**src/rtl/lcd_pkg.sv**
```systemverilog
// Shared definitions for the 4-bit LCD byte writer: state encoding,
// power-on init nibble/delay table and the slow (clear/home) command codes.
package lcd_pkg;

  localparam int CNT_W = 20;
  typedef logic [CNT_W-1:0] cnt_t;

  typedef enum logic [3:0] {
    S_INIT_WAIT,
    S_INIT_NIB,
    S_IDLE,
    S_HI_SETUP,
    S_HI_PULSE,
    S_HI_GAP,
    S_LO_SETUP,
    S_LO_PULSE,
    S_POST_WAIT
  } lcd_state_t;

  localparam logic [7:0] CMD_CLEAR    = 8'h01;
  localparam logic [7:0] CMD_HOME     = 8'h02;
  localparam logic [7:0] CMD_HOME_ALT = 8'h03;

  // Index of the final wait in the init table (after the fourth nibble).
  localparam logic [2:0] INIT_LAST = 3'd4;

  function automatic logic [3:0] init_nibble(input logic [2:0] idx);
    logic [3:0] nib;
    nib = (idx == 3'd3) ? 4'h2 : 4'h3;
    return nib;
  endfunction

  function automatic cnt_t init_delay(input logic [2:0] idx);
    cnt_t dly;
    case (idx)
      3'd0:    dly = cnt_t'(750000);
      3'd1:    dly = cnt_t'(205000);
      3'd2:    dly = cnt_t'(5000);
      default: dly = cnt_t'(2000);
    endcase
    return dly;
  endfunction

  function automatic logic is_long_cmd(input logic rs, input logic [7:0] data);
    return !rs && (data == CMD_CLEAR || data == CMD_HOME || data == CMD_HOME_ALT);
  endfunction

endpackage

```
**src/rtl/lcd_byte_writer_if.sv**
```systemverilog
// Byte-offer handshake between a host and the LCD byte writer.
interface lcd_byte_writer_if;
  logic       iValid;
  logic       iRS;
  logic [7:0] iData;
  logic       oReady;
  logic       oBusy;

  modport master (output iValid, iRS, iData, input oReady, oBusy);
  modport slave  (input iValid, iRS, iData, output oReady, oBusy);
endinterface

```
**src/rtl/lcd_delay_counter.sv**
```systemverilog
// Loadable 20-bit down-counter; done is high whenever the count sits at zero.
module lcd_delay_counter
  import lcd_pkg::*;
(
  input  logic clk,
  input  logic rst,
  input  logic load,
  input  cnt_t value,
  input  logic enable,
  output logic done
);
  cnt_t count_reg;

  always_ff @(posedge clk or posedge rst) begin
    if (rst) begin
      count_reg <= '0;
    end else if (load) begin
      count_reg <= value;
    end else if (enable && count_reg != '0) begin
      count_reg <= count_reg - cnt_t'(1);
    end
  end

  assign done = (count_reg == '0);
endmodule

```
**src/rtl/lcd_byte_writer.sv**
```systemverilog
// Writes one byte to an HD44780-style LCD as two 4-bit nibbles with E strobes.
// Define LCD_INIT_EN to include the power-on nibble init sequence.
module lcd_byte_writer
  import lcd_pkg::*;
#(
  parameter int P_SETUP  = 2,
  parameter int P_EPULSE = 12,
  parameter int P_NIBGAP = 50,
  parameter int P_SHORT  = 2000,
  parameter int P_LONG   = 82000
) (
  input  logic              Clock,
  input  logic              Reset,
  lcd_byte_writer_if.slave  host,
  output logic              LCD_E,
  output logic              LCD_RS,
  output logic              LCD_RW,
  output logic [3:0]        SF_DATA
);
  // A state lasting N cycles loads N-1 on entry and leaves when the count hits 0.
  localparam cnt_t C_SETUP = cnt_t'(P_SETUP - 1);
  localparam cnt_t C_PULSE = cnt_t'(P_EPULSE - 1);
  localparam cnt_t C_GAP   = cnt_t'(P_NIBGAP - 1);
  localparam cnt_t C_SHORT = cnt_t'(P_SHORT - 1);
  localparam cnt_t C_LONG  = cnt_t'(P_LONG - 1);

  lcd_state_t state_reg;
  logic       ready_reg;
  logic       rs_reg;
  logic [7:0] data_reg;
  logic       accept;
  logic       cnt_load;
  logic       cnt_done;
  logic       cnt_enable;
  cnt_t       cnt_value;

`ifdef LCD_INIT_EN
  localparam lcd_state_t RESET_STATE = S_INIT_WAIT;
  logic [2:0] init_idx_reg;
  logic       init_armed_reg;
`else
  localparam lcd_state_t RESET_STATE = S_IDLE;
`endif

  assign accept      = host.iValid && ready_reg;
  assign host.oReady = ready_reg;
  assign host.oBusy  = ~ready_reg;
  assign LCD_RW      = 1'b0;
  assign cnt_enable  = (state_reg != S_IDLE);

  lcd_delay_counter u_delay (
    .clk    (Clock),
    .rst    (Reset),
    .load   (cnt_load),
    .value  (cnt_value),
    .enable (cnt_enable),
    .done   (cnt_done)
  );

  // Counter reload: the duration of whichever state is entered on this edge.
  always_comb begin
    cnt_load  = 1'b0;
    cnt_value = '0;
    case (state_reg)
`ifdef LCD_INIT_EN
      S_INIT_WAIT: begin
        if (!init_armed_reg) begin
          cnt_load  = 1'b1;
          cnt_value = init_delay(init_idx_reg) - cnt_t'(1);
        end else if (cnt_done && init_idx_reg != INIT_LAST) begin
          cnt_load  = 1'b1;
          cnt_value = C_SETUP;
        end
      end
      S_INIT_NIB: if (cnt_done) begin
        cnt_load  = 1'b1;
        cnt_value = LCD_E ? init_delay(init_idx_reg + 3'd1) - cnt_t'(1) : C_PULSE;
      end
`endif
      S_IDLE:      if (accept)   begin cnt_load = 1'b1; cnt_value = C_SETUP; end
      S_HI_SETUP:  if (cnt_done) begin cnt_load = 1'b1; cnt_value = C_PULSE; end
      S_HI_PULSE:  if (cnt_done) begin cnt_load = 1'b1; cnt_value = C_GAP;   end
      S_HI_GAP:    if (cnt_done) begin cnt_load = 1'b1; cnt_value = C_SETUP; end
      S_LO_SETUP:  if (cnt_done) begin cnt_load = 1'b1; cnt_value = C_PULSE; end
      S_LO_PULSE:  if (cnt_done) begin
        cnt_load  = 1'b1;
        cnt_value = is_long_cmd(rs_reg, data_reg) ? C_LONG : C_SHORT;
      end
      default: ;
    endcase
  end

  always_ff @(posedge Clock or posedge Reset) begin
    if (Reset) begin
      state_reg <= RESET_STATE;
      ready_reg <= 1'b0;
      rs_reg    <= 1'b0;
      data_reg  <= '0;
      LCD_E     <= 1'b0;
      LCD_RS    <= 1'b0;
      SF_DATA   <= '0;
`ifdef LCD_INIT_EN
      init_idx_reg   <= '0;
      init_armed_reg <= 1'b0;
`endif
    end else begin
      case (state_reg)
`ifdef LCD_INIT_EN
        S_INIT_WAIT: begin
          if (!init_armed_reg) begin
            init_armed_reg <= 1'b1;
          end else if (cnt_done) begin
            if (init_idx_reg == INIT_LAST) begin
              state_reg <= S_IDLE;
              ready_reg <= 1'b1;
            end else begin
              state_reg <= S_INIT_NIB;
              SF_DATA   <= init_nibble(init_idx_reg);
              LCD_RS    <= 1'b0;
            end
          end
        end
        // LCD_E doubles as the setup/pulse phase flag of an init nibble.
        S_INIT_NIB: if (cnt_done) begin
          if (!LCD_E) begin
            LCD_E <= 1'b1;
          end else begin
            LCD_E        <= 1'b0;
            init_idx_reg <= init_idx_reg + 3'd1;
            state_reg    <= S_INIT_WAIT;
          end
        end
`endif
        S_IDLE: begin
          ready_reg <= 1'b1;
          if (accept) begin
            ready_reg <= 1'b0;
            rs_reg    <= host.iRS;
            data_reg  <= host.iData;
            LCD_RS    <= host.iRS;
            SF_DATA   <= host.iData[7:4];
            state_reg <= S_HI_SETUP;
          end
        end
        S_HI_SETUP: if (cnt_done) begin LCD_E <= 1'b1; state_reg <= S_HI_PULSE; end
        S_HI_PULSE: if (cnt_done) begin LCD_E <= 1'b0; state_reg <= S_HI_GAP;   end
        S_HI_GAP:   if (cnt_done) begin
          SF_DATA   <= data_reg[3:0];
          state_reg <= S_LO_SETUP;
        end
        S_LO_SETUP:  if (cnt_done) begin LCD_E <= 1'b1; state_reg <= S_LO_PULSE;  end
        S_LO_PULSE:  if (cnt_done) begin LCD_E <= 1'b0; state_reg <= S_POST_WAIT; end
        S_POST_WAIT: if (cnt_done) begin ready_reg <= 1'b1; state_reg <= S_IDLE;  end
        default: state_reg <= RESET_STATE;
      endcase
    end
  end

endmodule

```
**src/flat_wrapper.sv**
```systemverilog
// flat-port wrapper written by rule: the top's interface ports become plain ports
module lcd_byte_writer_flat import lcd_pkg::*;
#(
  parameter int P_SETUP  = 2,
  parameter int P_EPULSE = 12,
  parameter int P_NIBGAP = 50,
  parameter int P_SHORT  = 2000,
  parameter int P_LONG   = 82000
)
  (Clock, Reset, LCD_E, LCD_RS, LCD_RW, SF_DATA, host_iValid, host_iRS, host_iData, host_oReady, host_oBusy);
  lcd_byte_writer_if host_i ();
  input  logic Clock;
  input  logic Reset;
  output logic LCD_E;
  output logic LCD_RS;
  output logic LCD_RW;
  output logic [3:0] SF_DATA;
  input wire logic [$bits(host_i.iValid)-1:0] host_iValid;
  input wire logic [$bits(host_i.iRS)-1:0] host_iRS;
  input wire logic [$bits(host_i.iData)-1:0] host_iData;
  output wire logic [$bits(host_i.oReady)-1:0] host_oReady;
  output wire logic [$bits(host_i.oBusy)-1:0] host_oBusy;
  assign host_i.iValid = host_iValid;
  assign host_i.iRS = host_iRS;
  assign host_i.iData = host_iData;
  assign host_oReady = host_i.oReady;
  assign host_oBusy = host_i.oBusy;
  lcd_byte_writer #(.P_SETUP(P_SETUP), .P_EPULSE(P_EPULSE), .P_NIBGAP(P_NIBGAP), .P_SHORT(P_SHORT), .P_LONG(P_LONG)) u_core (.Clock(Clock), .Reset(Reset), .host(host_i), .LCD_E(LCD_E), .LCD_RS(LCD_RS), .LCD_RW(LCD_RW), .SF_DATA(SF_DATA));
endmodule
```
**config.mk**
```make
export PLATFORM = sky130hd
export DESIGN_NAME = lcd_byte_writer_flat
export DESIGN_NICKNAME = d
export VERILOG_FILES = /design/src/rtl/lcd_pkg.sv /design/src/rtl/lcd_byte_writer_if.sv /design/src/rtl/lcd_delay_counter.sv /design/src/rtl/lcd_byte_writer.sv /design/src/flat_wrapper.sv
export SDC_FILE = /design/constraint.sdc
export NUM_CORES = 1
export LEC_CHECK = 0
export CAP_MARGIN = 10
export CORE_MARGIN = 5
export CORE_UTILIZATION = 37
export CTS_CLUSTER_DIAMETER = 60
export DETAILED_ROUTE_END_ITERATION = 6
export PLACE_DENSITY = 0.62
export SETUP_SLACK_MARGIN = 0.05
export SYNTH_ARGS = -nofsm -noshare
export SYNTH_HDL_FRONTEND = slang
export SYNTH_SLANG_ARGS = --single-unit
```
**constraint.sdc**
```tcl
create_clock -name Clock -period 2.8 [get_ports Clock]
set_clock_uncertainty 0.15 [all_clocks]
set_input_delay 0.28 -clock Clock [delete_from_list [all_inputs] [get_ports Clock]]
set_output_delay 0.28 -clock Clock [all_outputs]
set_load 0.02 [all_outputs]
```
==> flow_summary.yaml <==
critical_path:
  path_depth: 6
  worstPathMaxFanout: 10
  slowest_delay_ns: 0.54
  startpoint: "u_core.u_delay.count_reg[12]"
  crit_path_start_kind: "flip-flop"
  r2r_cells: 6
  crit_chain: "nor4_2 > nand4b_2 > or4_4 > nand2_1 > a41o_1 > o2bb2a_1"
  critPathCapture: "u_core.u_delay.count_reg[4]"
  arrival_ns: 2.58
  cpMaxStageDelayCell: "or4_4"
  r2r_setup_slack_ns: 0.25
  critical_path_class: "reg2reg"
  cpLargestDelayFamily: "simple AND/OR/NAND/NOR gates"
  cp-end-kind: "flip-flop"
  required_ns: 2.82
  path_buf_inv: 0
  timing.rr.start: "u_core.u_delay.count_reg[12]"
  timing.rr.end: "u_core.u_delay.count_reg[4]"
floorplan:
  die_area_sq_mm: 0.007177
  rows: 27
  io_pins: 21
  die_x_um: 84.72
  core_region_area_sq_mm: 0.005473
  die_h_um: 84.72
  initial_core_util: 0.3775
drt:
  drc_errors: 0
  wl_per_cell_um: 13.93
  antenna_left: 0
  drt-total-wl_um: 4248
  drt_pass1_iterations: 4
  via_per_inst: 5.403
  drt_iter0_drc: 132
  vias: 1648
sta:
  holdWs_ns: 0.1655
  fin_ws_ns: 0.2491
  fmax_mhz: 392.0
  finalCriticalPeriod_ns: 2.551
  rsz0062_at_grt: "false"
  finalHoldViolations: 0
  fin_tns_setup_ns: 0
  setup_violations: 0
  min_period_over_period: 0.9110
  drv_slew: 0
power_and_ir_drop:
  p_total_mw: 1.962
  p_leak_nw: 1.047
  ir_drop_v: 0.0003527
  p_per_area_mw_per_mm2: 804.1
yosys:
  ys.flop_type: "dfrtp_1"
  synthesis.nets: 222
  synth-edff-count: 0
  syn_area_per_cell_sq_um: 9.931
  synth-async-reset-ratio: 1.000
  ys_seq_elements: 39
  netlist_area_sq_mm: 0.002066
  synth_cells: 208
  seq_area_frac_synth: 0.4730
  yosysWarnings: 0
  yosysUniqueCellTypes: 52
layout:
  final_layout_size_suffix_gt1_frac: 0.1288
  stdcell_count: 305
  largest_register_ffs: 20
  area_growth_pct: 18.11
  layout_common_cells: "dfrtp_1 (38), nor2_1 (27), clkdlybuf4s50_1 (19)"
  num-nets-final: 246
  layout_commonest_cell: "dfrtp_1"
  antennaDiodeCount: 0
grt:
  overflow: 0
  antenna_found_initial: 0
  grt_usage: 0.1270
  grt_pass1_wl_um: 7617
  grt_pass1_vias: 1606
  gr-usage-met2: 0.1957
  grt_max_degree: 25
  grtUsageMet1: 0.1833
  top_usage_layer: "met2"
  grt_use_met3: 0.02552
clock_tree:
  tritoncts: "done"
  cts_resized: 0
  path_clk_slew_ns: 0.08
  cts_setup_buffers: 0
  cts_root_buffer: "clkbuf_8"
  clock_latency_ns: 0.29
  cts_hold_buffers: 0
  cts_buffer_depth: 2
  cts_buffers: 5
  cts_sinks: 39
  htree_levels: 2
hold_path:
  hold_class: "in2async"
placed_design:
  place.gp.congestion: 0.7757
  dp_slack_ns: 0.2819
  io_buffers: 19
  dp_hpwl_um: 3062
  dp.cells: 297
run:
  drv_cap: 0
status:
  outcome: "completed"
## through the flow
stage / instance area [sq um] / utilization
6_report: 2440 / 0.4458
5_1_grt: 2440 / 0.4458
4_1_cts: 2440 / 0.4458
3_5_place_dp: 2356 / 0.4305
3_3_place_gp: 2356 / 0.4305
2_1_floorplan: 2066 / -
## per-layer routing
| layer | part of all wire | up-vias |
|---|---|---|
| met1 | 0.51 | 817 |
| met3 | 0.028 | 5 |
| met4 | 0.011 | 0 |
| met5 | 0 | - |
| li1 | - | 806 |
| met2 | 0.45 | 20 |
## worst reg2reg max path: cells and delay by family, from the launching register on
kind,cells,cell delay [ns]
AOI/OAI and AO/OA,2,0.34
and+or+nand+nor,4,1.53
DFF,1,0.42
## how the worst min path moves through the flow
stage                         end  slack (ns)  cells after the start
4_1_cts        u_core.data_reg[1]        0.18                      3
3_5_place_dp   u_core.data_reg[5]        0.35                      1
5_1_grt             u_core.LCD_RS        0.20                      3
2_1_floorplan   u_core.SF_DATA[0]        0.27                      2
6_report       u_core.data_reg[5]        0.17                      3
3_3_place_gp   u_core.data_reg[4]        0.34                      1
## kinds of logic after synthesis
| kind of cell | share of synthesized area |
|---|---|
| simple gates | 0.2284 |
| other cells | 0.001815 |
| flops | 0.4730 |
| mux | 0.04906 |
| compound gates | 0.1545 |
| fa+ha+maj | 0.01211 |
| buf+inv | 0.02604 |
| xor+xnor | 0.05512 |
## synthesized netlist by cell type, types with 2 or more instances
master    number  share of area
nand2b_1       3         0.0091
o21ai_1        8          0.019
o22ai_1        4          0.012
o22a_1         4          0.017
o31ai_1        2         0.0073
xnor2_1        3          0.013
inv_1          4         0.0073
nand2_1       12          0.022
and4b_1        2         0.0097
clkbuf_1       6          0.011
nor2_1        27          0.049
dfrtp_1       38           0.46
nand3b_1       2         0.0073
nor4_1         3         0.0091
a211oi_1       3          0.011
nor3_1         7          0.017
nand4b_1       3          0.013
nand3_1        6          0.015
a31oi_1        2         0.0061
ha_1           2          0.012
nand4_1        3         0.0091
xor2_1        10          0.042
or3_1          5          0.015
mux2_2         9          0.049
o211a_1        2         0.0097
o21a_1         3          0.011
nor2b_1        2         0.0061
a21oi_1        8          0.019
o21ai_0        2         0.0048
## where the power goes
part | switching [mW] | internal, mW
sequential | 0.191 | 0.756
clock | 0.194 | 0.170
combinational | 0.322 | 0.328
total | 0.707 | 1.25
## final cells by class
| class | count | area (sq um) |
|---|---|---|
| Sequential cell | 39 | 977.2 |
| Clock buffer | 5 | 68.82 |
| Inverter | 5 | 18.77 |
| Fill cell | 568 | 3033 |
| Multi-Input combinational cell | 156 | 1035 |
| Timing Repair Buffer | 25 | 235.2 |
| Clock inverter | 3 | 15.01 |
| Tap cell | 72 | 90.09 |
No activity file was read; power rests on OpenSTA's default activity.
